`config.mk`:
```
export PLATFORM = sky130hd
export DESIGN_NAME = fb_rect_writer
export DESIGN_NICKNAME = d
export VERILOG_FILES = /design/src/rtl/fb_rect_writer.sv
export SDC_FILE = /design/constraint.sdc
export NUM_CORES = 1
export LEC_CHECK = 0
export BUFFER_PORTS_ARGS = -buffer_cell sky130_fd_sc_hd__buf_2
export CORE_UTILIZATION = 40
export CTS_BUF_LIST = sky130_fd_sc_hd__clkbuf_8
export DETAILED_ROUTE_END_ITERATION = 7
export SYNTH_ARGS = -nofsm -noshare
export SYNTH_HDL_FRONTEND = slang
export SYNTH_SLANG_ARGS = --single-unit
```
`constraint.sdc`:
```
create_clock -name clk -period 9.85 [get_ports clk]
set_input_delay 1.4775 -clock clk [delete_from_list [all_inputs] [get_ports clk]]
set_output_delay 1.4775 -clock clk [all_outputs]
set_load 0.01 [all_outputs]
```
`src/rtl/fb_rect_writer.sv`:
```
// fb_rect_writer: rectangle fill engine feeding the frame-buffer write port.
// Takes one command over a valid/ready handshake. It then writes one pixel per
// clock in raster order at address x + y*SCREEN_X.
// Optional feature: define FB_RECT_CLIP_EN to clip rectangles to the screen.
// Without it, out-of-bounds rectangles are rejected with a one-cycle err pulse.
module fb_rect_writer #(
  parameter int unsigned SCREEN_X = 640,
  parameter int unsigned SCREEN_Y = 480,
  parameter int unsigned AW       = 19,
  parameter int unsigned DW       = 12
) (
  input  logic          clk,
  input  logic          rst,
  input  logic          cmd_valid,
  output logic          cmd_ready,
  input  logic [9:0]    cmd_x0,
  input  logic [8:0]    cmd_y0,
  input  logic [9:0]    cmd_w,
  input  logic [8:0]    cmd_h,
  input  logic [DW-1:0] cmd_color,
  output logic [AW-1:0] mem_px_addr,
  output logic [DW-1:0] mem_px_data,
  output logic          px_wr,
  output logic          busy,
  output logic          done,
  output logic          err
);

  typedef enum logic [1:0] {IDLE, SETUP, DRAW, DONE} state_t;

  localparam logic [10:0]   X_LIM  = 11'(SCREEN_X);
  localparam logic [10:0]   Y_LIM  = 11'(SCREEN_Y);
  localparam logic [AW-1:0] STRIDE = AW'(SCREEN_X);

  state_t state_q, state_d;

  // Latched command fields.
  logic [9:0]    x0_q, w_q;
  logic [8:0]    y0_q, h_q;
  logic [DW-1:0] color_q;

  // Raster walk state.
  logic [AW-1:0] row_base_q, row_base_d;
  logic [9:0]    xcnt_q, xcnt_d, w_eff_q, w_eff_d;
  logic [8:0]    ycnt_q, ycnt_d, h_eff_q, h_eff_d;

  // Values derived from the latched command during SETUP.
  logic [10:0]   x_end, y_end;
  logic [9:0]    w_setup;
  logic [8:0]    h_setup;
  logic [AW-1:0] base_setup;
  logic          reject;

  // Next values of the registered outputs.
  logic          px_wr_d, done_d, err_d;
  logic [AW-1:0] addr_d;

  logic accept;
  assign accept = cmd_valid && cmd_ready;

  // Geometry: end coordinates, effective size, first-row base address.
  always_comb begin
    x_end      = {1'b0, x0_q} + {1'b0, w_q};
    y_end      = {2'b0, y0_q} + {2'b0, h_q};
    base_setup = AW'(y0_q) * STRIDE + AW'(x0_q);
`ifdef FB_RECT_CLIP_EN
    reject = 1'b0;
    if (({1'b0, x0_q} >= X_LIM) || ({2'b0, y0_q} >= Y_LIM)) begin
      // The origin is off screen, so nothing is visible.
      w_setup = '0;
      h_setup = '0;
    end else begin
      w_setup = 10'(((x_end > X_LIM) ? X_LIM : x_end) - {1'b0, x0_q});
      h_setup = 9'(((y_end > Y_LIM) ? Y_LIM : y_end) - {2'b0, y0_q});
    end
`else
    reject  = (x_end > X_LIM) || (y_end > Y_LIM);
    w_setup = w_q;
    h_setup = h_q;
`endif
  end

  // Next-state logic and next values for the walk counters and outputs.
  always_comb begin
    // NOTE: every signal gets a default before the case so no path leaves it
    // unassigned; an unassigned path would infer a latch.
    state_d    = state_q;
    row_base_d = row_base_q;
    xcnt_d     = xcnt_q;
    ycnt_d     = ycnt_q;
    w_eff_d    = w_eff_q;
    h_eff_d    = h_eff_q;
    px_wr_d    = 1'b0;
    addr_d     = '0;
    done_d     = 1'b0;
    err_d      = 1'b0;
    case (state_q)
      IDLE: begin
        if (accept) state_d = SETUP;
      end
      SETUP: begin
        w_eff_d    = w_setup;
        h_eff_d    = h_setup;
        row_base_d = base_setup;
        xcnt_d     = '0;
        ycnt_d     = '0;
        if (reject) begin
          state_d = DONE;
          err_d   = 1'b1;
        end else if ((w_setup == '0) || (h_setup == '0)) begin
          state_d = DONE;
          done_d  = 1'b1;
        end else begin
          state_d = DRAW;
          px_wr_d = 1'b1;
          addr_d  = base_setup;
        end
      end
      DRAW: begin
        if (xcnt_q == w_eff_q - 10'd1) begin
          if (ycnt_q == h_eff_q - 9'd1) begin
            state_d = DONE;
            done_d  = 1'b1;
          end else begin
            xcnt_d     = '0;
            ycnt_d     = ycnt_q + 9'd1;
            row_base_d = row_base_q + STRIDE;
            px_wr_d    = 1'b1;
            addr_d     = row_base_q + STRIDE;
          end
        end else begin
          xcnt_d  = xcnt_q + 10'd1;
          px_wr_d = 1'b1;
          addr_d  = row_base_q + AW'(xcnt_q + 10'd1);
        end
      end
      DONE: begin
        state_d = IDLE;
      end
      default: state_d = IDLE;
    endcase
  end

  // State, datapath and registered outputs.
  always_ff @(posedge clk or posedge rst) begin
    if (rst) begin
      state_q     <= IDLE;
      x0_q        <= '0;
      y0_q        <= '0;
      w_q         <= '0;
      h_q         <= '0;
      color_q     <= '0;
      row_base_q  <= '0;
      xcnt_q      <= '0;
      ycnt_q      <= '0;
      w_eff_q     <= '0;
      h_eff_q     <= '0;
      cmd_ready   <= 1'b0;
      busy        <= 1'b0;
      px_wr       <= 1'b0;
      mem_px_addr <= '0;
      mem_px_data <= '0;
      done        <= 1'b0;
      err         <= 1'b0;
    end else begin
      // NOTE: non-blocking assignments so every register samples the values
      // from before this edge, regardless of statement order.
      state_q    <= state_d;
      row_base_q <= row_base_d;
      xcnt_q     <= xcnt_d;
      ycnt_q     <= ycnt_d;
      w_eff_q    <= w_eff_d;
      h_eff_q    <= h_eff_d;
      if (accept) begin
        x0_q    <= cmd_x0;
        y0_q    <= cmd_y0;
        w_q     <= cmd_w;
        h_q     <= cmd_h;
        color_q <= cmd_color;
      end
      cmd_ready   <= (state_d == IDLE);
      busy        <= (state_d != IDLE);
      px_wr       <= px_wr_d;
      mem_px_addr <= addr_d;
      mem_px_data <= px_wr_d ? color_q : '0;
      done        <= done_d;
      err         <= err_d;
    end
  end

endmodule

```
Word-level counts from Yosys, hierarchy flattened
Index checks and enable logic that the tools add are counted.
- $add $sub $neg: 10
- reduce and logical (&&, ||, !) cells: 11
- $lt $le $gt $ge: 2
- multiplexer cells: 33
- eq/ne operators: 8
- multiply operators: 1
- operator list (operator ; count):
    two-way mux 19 bit ; 6
    one-hot mux 19 bit (2 select lines) ; 2
    two-way mux 10 bit ; 2
    one-hot mux 10 bit (2 select lines) ; 1
    adder 19 x 10 -> 19 bit ; 1
    adder 19 x 10 -> 19 bit (second input constant) ; 1
    adder 19 x 11 -> 19 bit ; 1
    two-way mux 9 bit ; 2
    one-hot mux 9 bit (2 select lines) ; 1
    multiplier 9 x 3 -> 12 bit (second input constant) ; 1
    two-way mux 1 bit ; 12
    two-way mux 12 bit ; 1
    adder 10 x 1 -> 11 bit (second input constant) ; 1
    adder 10 x 10 -> 11 bit ; 1
    > comparator 11 x 10 -> 1 bit (second input constant) ; 1
    adder 10 x 1 -> 10 bit (second input constant) ; 1
    adder 9 x 9 -> 10 bit ; 1
    equality test 10 bit ; 1
    > comparator 10 x 9 -> 1 bit (second input constant) ; 1
    logical NOT 10 bit ; 1
    subtractor 10 x 1 -> 10 bit (second input constant) ; 1
    adder 9 x 1 -> 9 bit (second input constant) ; 1
    equality test 9 bit ; 1
    logical NOT 9 bit ; 1
    14 further kinds ; 22
- output and inout bits: 36
- register bits: 145

Logic depth before layout (Yosys ltp)
Gate-level depths: netlist of run 1.
- depth after elaboration: 6
- gate-level depth with buffers: 12

Worst setup path before layout of run 1
No wires, ideal clock.
- path kind: register to register
- start point: register y0_q[1]
- end point: register row_base_q[18]
- stages on the path, launching flop included: 13
- required time: 9.719 ns
- arrival: 2.634 ns
- slack: 7.084 ns
- period minus slack after synthesis: 2.766 ns
- cells stage by stage: dfrtp_1 ha_1 ha_1 inv_1 fa_1 nor2b_1 o31a_1 o21a_1 or2_1 nor3b_1 o21ai_0 a21oi_1 or3_1
- cells in the longest elaborated chain, start to end: 3
- ends and longest elaborated chain (item ; line ; source):
    from (decl) ; 39 ; logic [8:0] y0_q, h_q;
    from (signal assigned) ; 176 ; y0_q <= cmd_y0;
    multiplier 9 x 3 -> 12 bit ; 65 ; base_setup = AW'(y0_q) * STRIDE + AW'(x0_q);
    adder 19 x 10 -> 19 bit ; 65 ;
    one-hot mux 19 bit (2 select lines) ; 97 ; case (state_q)
    to (signal assigned) ; 169 ; row_base_q <= row_base_d;
    to (decl) ; 43 ; logic [AW-1:0] row_base_q, row_base_d;
Every way passes these cells.
A chain may end at the register's enable or synchronous reset.

Worst setup path after layout of run 1
- start point: register y0_q[0]
- end point: register mem_px_data[10]
- cells in the longest elaborated chain, start to end: 6
- ends and longest elaborated chain (item ; line ; source):
    adder 9 x 9 -> 10 bit ; 64 ; y_end = {2'b0, y0_q} + {2'b0, h_q};
    > comparator 10 x 9 -> 1 bit ; 77 ; reject = (x_end > X_LIM) || (y_end > Y_LIM);
    logical OR 1 bit ; 77 ;
    two-way mux 1 bit ; 107 ; if (reject) begin
    one-hot mux 1 bit (2 select lines) ; 97 ;
    two-way mux 12 bit ; 185 ; mem_px_data <= px_wr_d ? color_q : '0;
    to (signal assigned) ; 185 ;
    to (decl) ; 22 ; output logic [DW-1:0] mem_px_data,
Every way passes these cells.

==> results.sh, run 1 <==
export IMPL_syn_area_mm2=0.00887
export IMPL_max_freq_ghz=0.271
export IMPL_min_delay_worst_endpoint="mem_px_data[2]"
export IMPL_route_detailed_wl_per_inst_um=17.6
export IMPL_netSwitchingPower_w=0.00181
export IMPL_grt_first_pass_wirelength_um=36600
export IMPL_multi_input_area_mm2=0.00498
export IMPL_timing_hold_worst_start="color_q[2]"
export IMPL_irDropWorstVdd_v=0.000157
export IMPL_htree_levels=4
export IMPL_r2r_setup_slack_ns=6.15
export IMPL_netSwitchingFraction=0.475
export IMPL_clock_pin_transition_on_the_worst_setup_and_hold_timing_paths_ns=0.09
export IMPL_rows=54
export IMPL_worstHoldPathCells=2
export IMPL_cp_slowest_cell="sky130_fd_sc_hd__a21oi_1"
export IMPL_post_synthesis_cell_count=909
export IMPL_clock_tree_root_cell="sky130_fd_sc_hd__clkbuf_8"
export IMPL_drv_slew=0
export IMPL_ant_nets=0
export IMPL_groute_usage_overall=0.211
export IMPL_post_cts_resized_instances=0
export IMPL_seq_power_share=0.290
export IMPL_timing_critical_path_slowest_cell_delay_ns=0.90
export IMPL_cts_root_to_sink_buffers=2
export IMPL_power_report_internal_total_w=0.00200
export IMPL_dieArea_mm2=0.0228
export IMPL_yosysWarningCount=0
export IMPL_floorplan_die_width_um=151
export IMPL_synth_enable_flop_cells=0
export IMPL_core_area_mm2=0.0218
export IMPL_async_flop_share=1.00
export IMPL_yosysUniqueCellTypes=71
export IMPL_timing_critical_path_buf_inv=2
export IMPL_post_route_drc_count=0
export IMPL_boundaryPins=89
export IMPL_layout_area_seq_mm2=0.00363
export IMPL_fin_crit_sh=0.375
export IMPL_die_height_um=151
export IMPL_area_share_of_the_leading_cell_type_in_the_synthesized_netlist=0.409
export IMPL_ys_top_cells_by_area="sky130_fd_sc_hd__dfrtp_1 (41%), sky130_fd_sc_hd__mux2_2 (8.4%), sky130_fd_sc_hd__ha_1 (7.6%)"
export IMPL_detailedPlace_worstSlack_ns=6.10
export IMPL_slew_limit_headroom=0.207
export IMPL_synth_nets=1021
export IMPL_critical_path_cell_chain="ha_1, inv_1, fa_1, nand2b_1, a21oi_1, xor2_1, nor4_1, nor4_1, a2111oi_4, buf_4, a21oi_1, nor2_1"
export IMPL_clock_insertion_delay_at_the_later_pin_of_the_skew_report_ns=0.48
export IMPL_reg2reg_to="mem_px_data[10]"
export IMPL_worst_ep_required_time_ns=10.17
export IMPL_final_critical_path_setup_slack_ns=6.15
export IMPL_fin_total_pwr_w=0.00381
export IMPL_cts_buffers_inserted=17
export IMPL_portBuffers=88
export IMPL_setup_viol=0
export IMPL_ff2ff_path_depth=12
export IMPL_crit_type="register to register"
export IMPL_max_cap_violations=0
export IMPL_leakagePower_nw=4.52
export IMPL_drt_iter0_markers=498
export IMPL_grt_antenna_before_repair=0
export IMPL_p_comb_frac=0.577
export IMPL_worstPathArrival_ns=4.02
export IMPL_kind_of_cell_adding_the_most_delay_to_the_critical_path="compound AO/OA/AOI/OAI gates"
export IMPL_cts_tree="done"
export IMPL_seq_area_frac_synth=0.409
export IMPL_synth_largest_area_cell="sky130_fd_sc_hd__dfrtp_1"
export IMPL_synthToLayoutAreaGrowth_pct=12.9
export IMPL_dpl_hpwl_um=16400
export IMPL_routed_via_count=7183
export IMPL_first_global_vias=6820
export IMPL_drt_pass1_iter_count=5
export IMPL_synth_ff_latch_count=145
export IMPL_initial_utilization=0.408
export IMPL_fin_setup_tns_ns=0
export IMPL_drive_above_1_share=0.212
export IMPL_gp_routability_congestion=0.852
export IMPL_crit_path_max_fanout=13
export IMPL_endpoint_kind="register"
export IMPL_cts_hold_repair_buffers=0
export IMPL_wirelength_um=22500
export IMPL_grt_setup_unrepaired="no"
export IMPL_power_density_mw_per_mm2=380
export IMPL_finalHoldViolations=0
export IMPL_postLayoutCoreUtil=0.461
export IMPL_p_clk_frac=0.133
export IMPL_finish_net_count=1101
export IMPL_clock_skew_ns=0.0126
export IMPL_tritoncts_num_sinks=145
export IMPL_outcome="finished clean"
export IMPL_critical_path_startpoint_type="register"
export IMPL_diodes=0
export IMPL_synth_ff_type="sky130_fd_sc_hd__dfrtp_1"
export IMPL_synth_area_per_cell_um2=9.76
export IMPL_crit_reg2reg_launch="y0_q[0]"
export IMPL_period_needed_ns=3.70
export IMPL_post_cts_buffers=0
export IMPL_avgViaCountPerCell=5.60
export IMPL_grt_max_degree=74
export IMPL_globalRoute_totalOverflow=0
export IMPL_final_layout_fill_cell_count=2095
export IMPL_post_route_worst_hold_slack_ns=0.490
export IMPL_hp_class="register to register"
export IMPL_tightestPinTransition_ns=1.19
[synth_stat cells (14+ instances only)]
library cell / instances
sky130_fd_sc_hd__nor2_1: 66
sky130_fd_sc_hd__dfrtp_1: 145
sky130_fd_sc_hd__nor3_1: 20
sky130_fd_sc_hd__mux2_2: 66
sky130_fd_sc_hd__nand3_1: 33
sky130_fd_sc_hd__ha_1: 54
sky130_fd_sc_hd__a31oi_1: 14
sky130_fd_sc_hd__and3_1: 14
sky130_fd_sc_hd__clkbuf_1: 21
sky130_fd_sc_hd__xor2_1: 25
sky130_fd_sc_hd__nand2_1: 75
sky130_fd_sc_hd__a21oi_1: 60
sky130_fd_sc_hd__inv_1: 36
sky130_fd_sc_hd__xnor2_1: 34
sky130_fd_sc_hd__o21ai_0: 40
[metal layers]
metal / global-route usage / share of wire / up-vias
li1: - / - / 3473
met1: 0.298 / 0.47 / 3457
met2: 0.326 / 0.45 / 218
met3: 0.0313 / 0.052 / 35
met4: 0.0750 / 0.022 / 0
met5: 0 / 0 / -
[power by group through the flow]
stage          clock network (W)  logic [W]  registers [W]
2_1_floorplan                  0    0.00167        0.00104
3_3_place_gp                   0    0.00214        0.00111
3_5_place_dp                   0    0.00217        0.00111
4_1_cts                 0.000520    0.00218        0.00110
5_1_grt                 0.000545    0.00245        0.00114
6_report                0.000507    0.00220        0.00110
[through the flow]
stage / instance area (µm²) / instances
CTS: 10000 / 1282
global route: 10000 / 1282
global placement: 9600 / 1250
finish: 10000 / 1282
floorplan: 8870 / 909
detailed placement: 9600 / 1250
[cells by family (layout without fill, tap and decap cells)]
family	after synthesis	in the layout	synth area share
AO/OA/AOI/OAI	226	226	0.168
XOR/XNOR	60	60	0.0608
adder cells (fa/ha/maj)	59	59	0.0874
buffers and inverters	71	164	0.0309
flip-flops	145	145	0.409
multiplexers	69	69	0.0873
AND/OR/NAND/NOR	279	279	0.156
[tightest hold or removal path: stages (launching register included)]
cell	delay (ns)
sky130_fd_sc_hd__dfrtp_1	0.38
sky130_fd_sc_hd__nand2_1	0.06
sky130_fd_sc_hd__nor2_1	0.03
[placed cells by master, fill, tap and decap left out, drive strengths merged, types with 17 or more instances in the layout]
cell      n
nand2    75
clkbuf   17
xnor2    34
nor2     67
dfrtp   145
a21oi    60
nor3     21
mux2     67
inv      43
buf      95
xor2     25
nand3    33
o21ai    53
ha       54
[how the worst max path moves through the flow]
stage	to	slack [ns]	cells after the start	start
2_1_floorplan	busy	4.48	1	rst
3_3_place_gp	row_base_q[9]	6.20	10	w_eff_q[0]
3_5_place_dp	mem_px_data[5]	6.10	12	y0_q[0]
4_1_cts	row_base_q[9]	6.08	10	w_eff_q[0]
5_1_grt	mem_px_data[0]	5.79	11	y0_q[1]
6_report	mem_px_data[10]	6.15	12	y0_q[0]
[state kept, by name (all words and copies together), names as in the netlist, 10 cells and up]
register     flops
mem_px_addr     19
row_base_q      19
color_q         12
mem_px_data     12
w_eff_q         10
w_q             10
x0_q            10
xcnt_q          10
[area by class of cell]
class	instances	area share
clock buffers	17	0.0233
clock inverters	15	0.0190
inverters	37	0.0144
multi-input cells	693	0.497
flip-flops and latches	145	0.362
well taps	280	0.0350
repair buffers	95	0.0492
No activity file was read; power rests on OpenSTA's default activity.
==> run 2, diff against run 1 <==
Clock period 9.85 ns to 3.1 ns, I/O delays scaled along.
==> run 2 against run 1 <==
Against the previous run:
- first-iteration DRC count is 2.2% lower
- clock-buffer cell count is 1 higher
- sequential power grew to 3.1 times the previous value
- worst setup slack worse by 6.0 ns
- via count is 0.86% higher
- worst hold slack worse by 0.47 ns
- combinational power grew to 3.7 times the previous value
- non-clock buffer count is 43 higher
- clock skew is 0.00055 ns higher
- fmax is 24% higher
- register-to-register slack worse by 6.0 ns
- wire length is 0.77% lower
- critical path type unchanged
- critical endpoint is now row_base_q[18]
- largest cell class unchanged
==> results.sh, run 2 (same netlist as run 1, synthesis figures left out) <==
export IMPL_outcome="finished clean"
export IMPL_path_common_cell="sky130_fd_sc_hd__ha_1"
export IMPL_grt_setup_unrepaired="yes"
export IMPL_route_detailed_wl_per_inst_um=16.9
export IMPL_worst_ep_required_time_ns=3.46
export IMPL_max_freq_ghz=0.334
export IMPL_wirelength_um=22300
export IMPL_timing_critical_path_slowest_cell_delay_ns=0.45
export IMPL_hp_class="input pin to asynchronous set/reset pin"
export IMPL_fin_total_pwr_w=0.0131
export IMPL_gp_routability_congestion=0.881
export IMPL_grt_max_degree=53
export IMPL_netSwitchingFraction=0.468
export IMPL_critical_path_startpoint_type="register"
export IMPL_dieArea_mm2=0.0228
export IMPL_rows=54
export IMPL_synthToLayoutAreaGrowth_pct=18.3
export IMPL_routed_via_count=7245
export IMPL_layout_top_registers="mem_px_addr (19), row_base_q (19)"
export IMPL_fin_crit_sh=0.964
export IMPL_reg2reg_to="row_base_q[18]"
export IMPL_leakagePower_nw=4.77
export IMPL_max_cap_violations=0
export IMPL_layout_common_cells="sky130_fd_sc_hd__dfrtp_1 (145), sky130_fd_sc_hd__buf_2 (88), sky130_fd_sc_hd__nand2_1 (74)"
export IMPL_initial_utilization=0.408
export IMPL_placement_cell_area_mm2=0.00992
export IMPL_core_area_mm2=0.0218
export IMPL_final_common_cell="sky130_fd_sc_hd__dfrtp_1"
export IMPL_cts_root_to_sink_buffers=2
export IMPL_clock_skew_ns=0.0131
export IMPL_final_layout_fill_cell_count=2098
export IMPL_first_global_vias=6925
export IMPL_post_route_drc_count=0
export IMPL_crit_type="register to register"
export IMPL_endpoint_kind="register"
export IMPL_p_clk_frac=0.122
export IMPL_htree_levels=4
export IMPL_worstPathArrival_ns=3.35
export IMPL_crit_reg2reg_launch="y0_q[5]"
export IMPL_globalRoute_totalOverflow=0
export IMPL_portBuffers=88
export IMPL_timing_critical_path_buf_inv=0
export IMPL_seq_power_share=0.259
export IMPL_stdcell_area_mm2=0.0105
export IMPL_floorplan_die_width_um=151
export IMPL_tightestPinTransition_ns=1.29
export IMPL_tritoncts_num_sinks=145
export IMPL_clock_pin_transition_on_the_worst_setup_and_hold_timing_paths_ns=0.10
export IMPL_ff2ff_path_depth=10
export IMPL_grt_antenna_before_repair=0
export IMPL_slew_limit_headroom=0.131
export IMPL_crit_path_max_fanout=4
export IMPL_clock_insertion_delay_at_the_later_pin_of_the_skew_report_ns=0.47
export IMPL_post_route_worst_hold_slack_ns=0.0171
export IMPL_ant_nets=0
export IMPL_power_report_internal_total_w=0.00697
export IMPL_setup_viol=0
export IMPL_die_height_um=151
export IMPL_drt_pass1_iter_count=5
export IMPL_avgViaCountPerCell=5.47
export IMPL_cts_tree="done"
export IMPL_drt_iter0_markers=487
export IMPL_groute_usage_overall=0.208
export IMPL_critical_path_cell_chain="ha_1, ha_1, nor2b_2, o31a_1, o21a_1, or2_1, nor3b_1, o21ai_0, a21oi_1, or3_1"
export IMPL_boundaryPins=89
export IMPL_cp_slowest_cell="sky130_fd_sc_hd__dfrtp_1"
export IMPL_dpl_hpwl_um=16900
export IMPL_cts_buffers_inserted=17
export IMPL_kind_of_cell_adding_the_most_delay_to_the_critical_path="simple AND/OR/NAND/NOR gates"
export IMPL_grt_first_pass_wirelength_um=36600
export IMPL_diodes=0
export IMPL_finish_net_count=1144
export IMPL_finalHoldViolations=0
export IMPL_netSwitchingPower_w=0.00614
export IMPL_drive_above_1_share=0.262
export IMPL_period_needed_ns=2.99
export IMPL_clock_tree_root_cell="sky130_fd_sc_hd__clkbuf_8"
export IMPL_irDropWorstVdd_v=0.000601
export IMPL_p_comb_frac=0.619
export IMPL_power_density_mw_per_mm2=1250
export IMPL_r2r_setup_slack_ns=0.11
export IMPL_postLayoutCoreUtil=0.483
export IMPL_drv_slew=0
## run 2: cell types whose count changed in the layout (fill, tap and decap cells not counted), sizes merged
cell / delta
clkinvlp: +2
clkinv: -3
buf: +43
clkbuf: +1
## run 2: what timing repair did
item                       CTS  global route
pin swaps                    1            10
resized for setup            1            25
hold buffers                 0             0
setup buffers                0             4
setup endpoints to repair    2            51
## run 2: power groups by stage
stage               Sequential, W  Clock (W)  Combinational (W)
floorplan                 0.00331          0            0.00530
global placement          0.00343          0            0.00750
detailed placement        0.00344          0            0.00761
CTS                       0.00341    0.00164            0.00767
global route              0.00352    0.00172            0.00896
finish                    0.00340    0.00160            0.00812
## run 2: metal layers
| layer | part of all wire | track usage | wire, µm | up-vias |
|---|---|---|---|---|
| met5 | 0 | 0 | 0 | - |
| met4 | 0.017 | 0.0615 | 380 | 0 |
| met2 | 0.45 | 0.316 | 10100 | 153 |
| met1 | 0.48 | 0.297 | 10700 | 3495 |
| li1 | - | - | - | 3563 |
| met3 | 0.048 | 0.0425 | 1070 | 34 |
## run 2: worst max path at each step
stage / start / end / slack, ns / depth (start not counted)
6_report: y0_q[5] / row_base_q[18] / 0.11 / 10
2_1_floorplan: y0_q[1] / row_base_q[18] / 0.33 / 12
5_1_grt: y0_q[3] / mem_px_addr[17] / -0.04 / 11
3_5_place_dp: w_q[0] / mem_px_addr[15] / 0.003 / 12
4_1_cts: y0_q[0] / cmd_ready / 0.01 / 12
3_3_place_gp: w_q[0] / mem_px_addr[15] / 0.03 / 12
## run 2: worst reg2reg max path, stage by stage, from the launching register on
cell	delay (ns)
sky130_fd_sc_hd__dfrtp_1	0.45
sky130_fd_sc_hd__ha_1	0.31
sky130_fd_sc_hd__ha_1	0.36
sky130_fd_sc_hd__nor2b_2	0.18
sky130_fd_sc_hd__o31a_1	0.27
sky130_fd_sc_hd__o21a_1	0.22
sky130_fd_sc_hd__or2_1	0.27
sky130_fd_sc_hd__nor3b_1	0.15
sky130_fd_sc_hd__o21ai_0	0.21
sky130_fd_sc_hd__a21oi_1	0.10
sky130_fd_sc_hd__or3_1	0.37
## run 2: layout make-up
| class | count | area, µm² | area share |
|---|---|---|---|
| repair buffers | 138 | 857 | 0.0816 |
| clock inverters | 14 | 170 | 0.0162 |
| clock buffers | 18 | 248 | 0.0236 |
| flip-flops and latches | 145 | 3630 | 0.346 |
| multi-input cells | 693 | 5100 | 0.486 |
| inverters | 37 | 143 | 0.0136 |
| well taps | 280 | 350 | 0.0334 |
## run 2: metrics by stage
step | std cells | setup TNS [ns] | setup slack, ns
CTS | 1321 | 0 | 0.0133
detailed placement | 1289 | 0 | 0.00314
global route | 1325 | -0.211 | -0.0429
floorplan | 909 | 0 | 0.334
global placement | 1289 | 0 | 0.0273
finish | 1325 | 0 | 0.110
==> run 3, diff against run 2 <==
Settings changed: PLACE_DENSITY_LB_ADDON set to 0.15.
==> run 3 against run 2 <==
Against the previous run:
- clock power grew 7%
- flip-flop and latch count stayed put
- worst hold slack improved by 0.19 ns
- die area did not move
- final area up 2.6%
- via count grew 0.25%
- highest routed layer unchanged
==> results.sh, run 3 (same netlist as run 1, synthesis figures left out) <==
export IMPL_worstPathArrival_ns=3.36
export IMPL_outcome="finished clean"
export IMPL_drt_pass1_iter_count=6
export IMPL_crit_reg2reg_launch="y0_q[4]"
export IMPL_netSwitchingFraction=0.465
export IMPL_grt_antenna_before_repair=0
export IMPL_grt_first_pass_wirelength_um=37400
export IMPL_final_critical_path_setup_slack_ns=0.0851
export IMPL_wirelength_um=23700
export IMPL_max_cap_violations=0
export IMPL_cts_tree="done"
export IMPL_irDropWorstVdd_v=0.000647
export IMPL_met3_usage=0.0521
export IMPL_final_common_cell="sky130_fd_sc_hd__dfrtp_1"
export IMPL_layout_common_cells="sky130_fd_sc_hd__dfrtp_1 (142), sky130_fd_sc_hd__buf_2 (88), sky130_fd_sc_hd__nand2_1 (74)"
export IMPL_diodes=0
export IMPL_clock_pin_transition_on_the_worst_setup_and_hold_timing_paths_ns=0.10
export IMPL_most_crowded_layer_after_global_routing="met2"
export IMPL_seq_power_share=0.246
export IMPL_p_clk_frac=0.125
export IMPL_core_area_mm2=0.0218
export IMPL_multi_input_area_mm2=0.00518
export IMPL_routed_via_count=7263
export IMPL_boundaryPins=89
export IMPL_timing_hold_worst_start="cmd_h[8]"
export IMPL_die_height_um=151
export IMPL_cp_startpoint="y0_q[4]"
export IMPL_rows=54
export IMPL_layout_top_registers="mem_px_addr (19), row_base_q (19)"
export IMPL_groute_usage_overall=0.216
export IMPL_portBuffers=88
export IMPL_drt_iter0_markers=510
export IMPL_place_inst=1300
export IMPL_period_needed_ns=3.01
export IMPL_post_route_worst_hold_slack_ns=0.210
export IMPL_max_freq_ghz=0.332
export IMPL_hp_class="input pin to register"
export IMPL_drive_above_1_share=0.288
export IMPL_ant_nets=0
export IMPL_floorplan_die_width_um=151
export IMPL_finalHoldViolations=0
export IMPL_clock_skew_ns=0.0175
export IMPL_critical_path_startpoint_type="register"
export IMPL_crit_path_max_fanout=4
export IMPL_slew_limit_headroom=0.350
export IMPL_p_comb_frac=0.629
export IMPL_gp_routability_congestion=0.854
export IMPL_final_layout_fill_cell_count=2077
export IMPL_grtUsageMet1=0.298
export IMPL_post_route_drc_count=0
export IMPL_tightestPinTransition_ns=0.962
export IMPL_globalRoute_totalOverflow=0
export IMPL_worst_ep_required_time_ns=3.44
export IMPL_detailedPlace_worstSlack_ns=-0.0527
export IMPL_leakagePower_nw=4.89
export IMPL_worstHoldPathCells=2
export IMPL_dpl_hpwl_um=17400
export IMPL_tritoncts_num_sinks=145
export IMPL_cts_root_to_sink_buffers=2
export IMPL_fin_setup_tns_ns=0
export IMPL_crit_type="register to register"
export IMPL_first_global_vias=7071
export IMPL_drv_slew=0
export IMPL_finish_net_count=1161
export IMPL_power_density_mw_per_mm2=1280
export IMPL_fin_crit_sh=0.973
export IMPL_endpoint_kind="register"
export IMPL_route_detailed_wl_per_inst_um=17.7
export IMPL_cts_buffers_inserted=17
export IMPL_power_report_internal_total_w=0.00738
export IMPL_clock_tree_root_cell="sky130_fd_sc_hd__clkbuf_8"
export IMPL_groute_layer_met2_usage=0.332
export IMPL_setup_viol=0
export IMPL_clock_insertion_delay_at_the_later_pin_of_the_skew_report_ns=0.48
export IMPL_ff2ff_path_depth=9
export IMPL_avgViaCountPerCell=5.41
export IMPL_netSwitchingPower_w=0.00642
export IMPL_initial_utilization=0.408
export IMPL_finish_cell_count_without_fillers=1342
export IMPL_htree_levels=4
export IMPL_grt_max_degree=69
export IMPL_layout_area_seq_mm2=0.00363
export IMPL_dieArea_mm2=0.0228
export IMPL_synthToLayoutAreaGrowth_pct=21.4
==> run 3: changes by cell type in the layout (fill, tap and decap cells not counted), sizes merged <==
cell	before	now
clkinvlp	3	1
buf	138	154
dlygate4sd3	0	1
bufinv	2	3
clkbuf	18	17
inv	43	45
==> run 3: stage by stage <==
step           instance area [µm²]  power (W)   util
6_report                     10800     0.0138  0.495
5_1_grt                      10800     0.0149  0.495
4_1_cts                      10500     0.0131  0.482
3_5_place_dp                 10000     0.0113  0.460
3_3_place_gp                 10000     0.0112  0.460
2_1_floorplan                 8880    0.00861      -
==> run 3: path summary, 6_finish.rpt <==
kind,to,slack (ns)
max,mem_px_addr[16],0.09
min,h_q[8],0.21
max reg2reg,mem_px_addr[16],0.09
min reg2reg,mem_px_data[1],0.48
max in group asynchronous,w_eff_q[5],1.84
min in group asynchronous,color_q[9],0.53
==> run 3: final cells by class <==
class / count / area share
inverter: 37 / 0.0132
multi-input combinational: 693 / 0.481
clock inverter: 15 / 0.0195
timing repair buffer: 155 / 0.0950
sequential: 145 / 0.337
tap: 280 / 0.0325
clock buffer: 17 / 0.0217
==> run 3: worst max-delay path, stage by stage (launching register included) <==
cell,delay [ns]
sky130_fd_sc_hd__dfrtp_2,0.45
sky130_fd_sc_hd__ha_1,0.33
sky130_fd_sc_hd__ha_1,0.33
sky130_fd_sc_hd__a211o_1,0.36
sky130_fd_sc_hd__a2111oi_1,0.38
sky130_fd_sc_hd__nand3b_1,0.23
sky130_fd_sc_hd__nand4_1,0.18
sky130_fd_sc_hd__buf_4,0.19
sky130_fd_sc_hd__xnor2_1,0.26
sky130_fd_sc_hd__o221ai_1,0.17
==> run 3: power groups by stage <==
stage,Combinational [W],Clock [W],Sequential (W)
floorplan,0.00530,0,0.00331
global placement,0.00779,0,0.00343
detailed placement,0.00785,0,0.00344
CTS,0.00795,0.00177,0.00340
global route,0.00957,0.00184,0.00352
finish,0.00868,0.00172,0.00340
==> run 3: metal layers <==
metal / up-vias / routed length, µm
met1: 3481 / 11400
li1: 3587 / -
met3: 22 / 1260
met4: 0 / 379
met2: 173 / 10600
met5: - / 0
==> run 3: what timing repair did <==
item,CTS,global route
endpoints found under the setup margin,7,45
hold buffers,1,0
pin swaps,0,21
buffers inserted,0,9
endpoints found under the hold margin,15,0
gates resized for setup,6,44
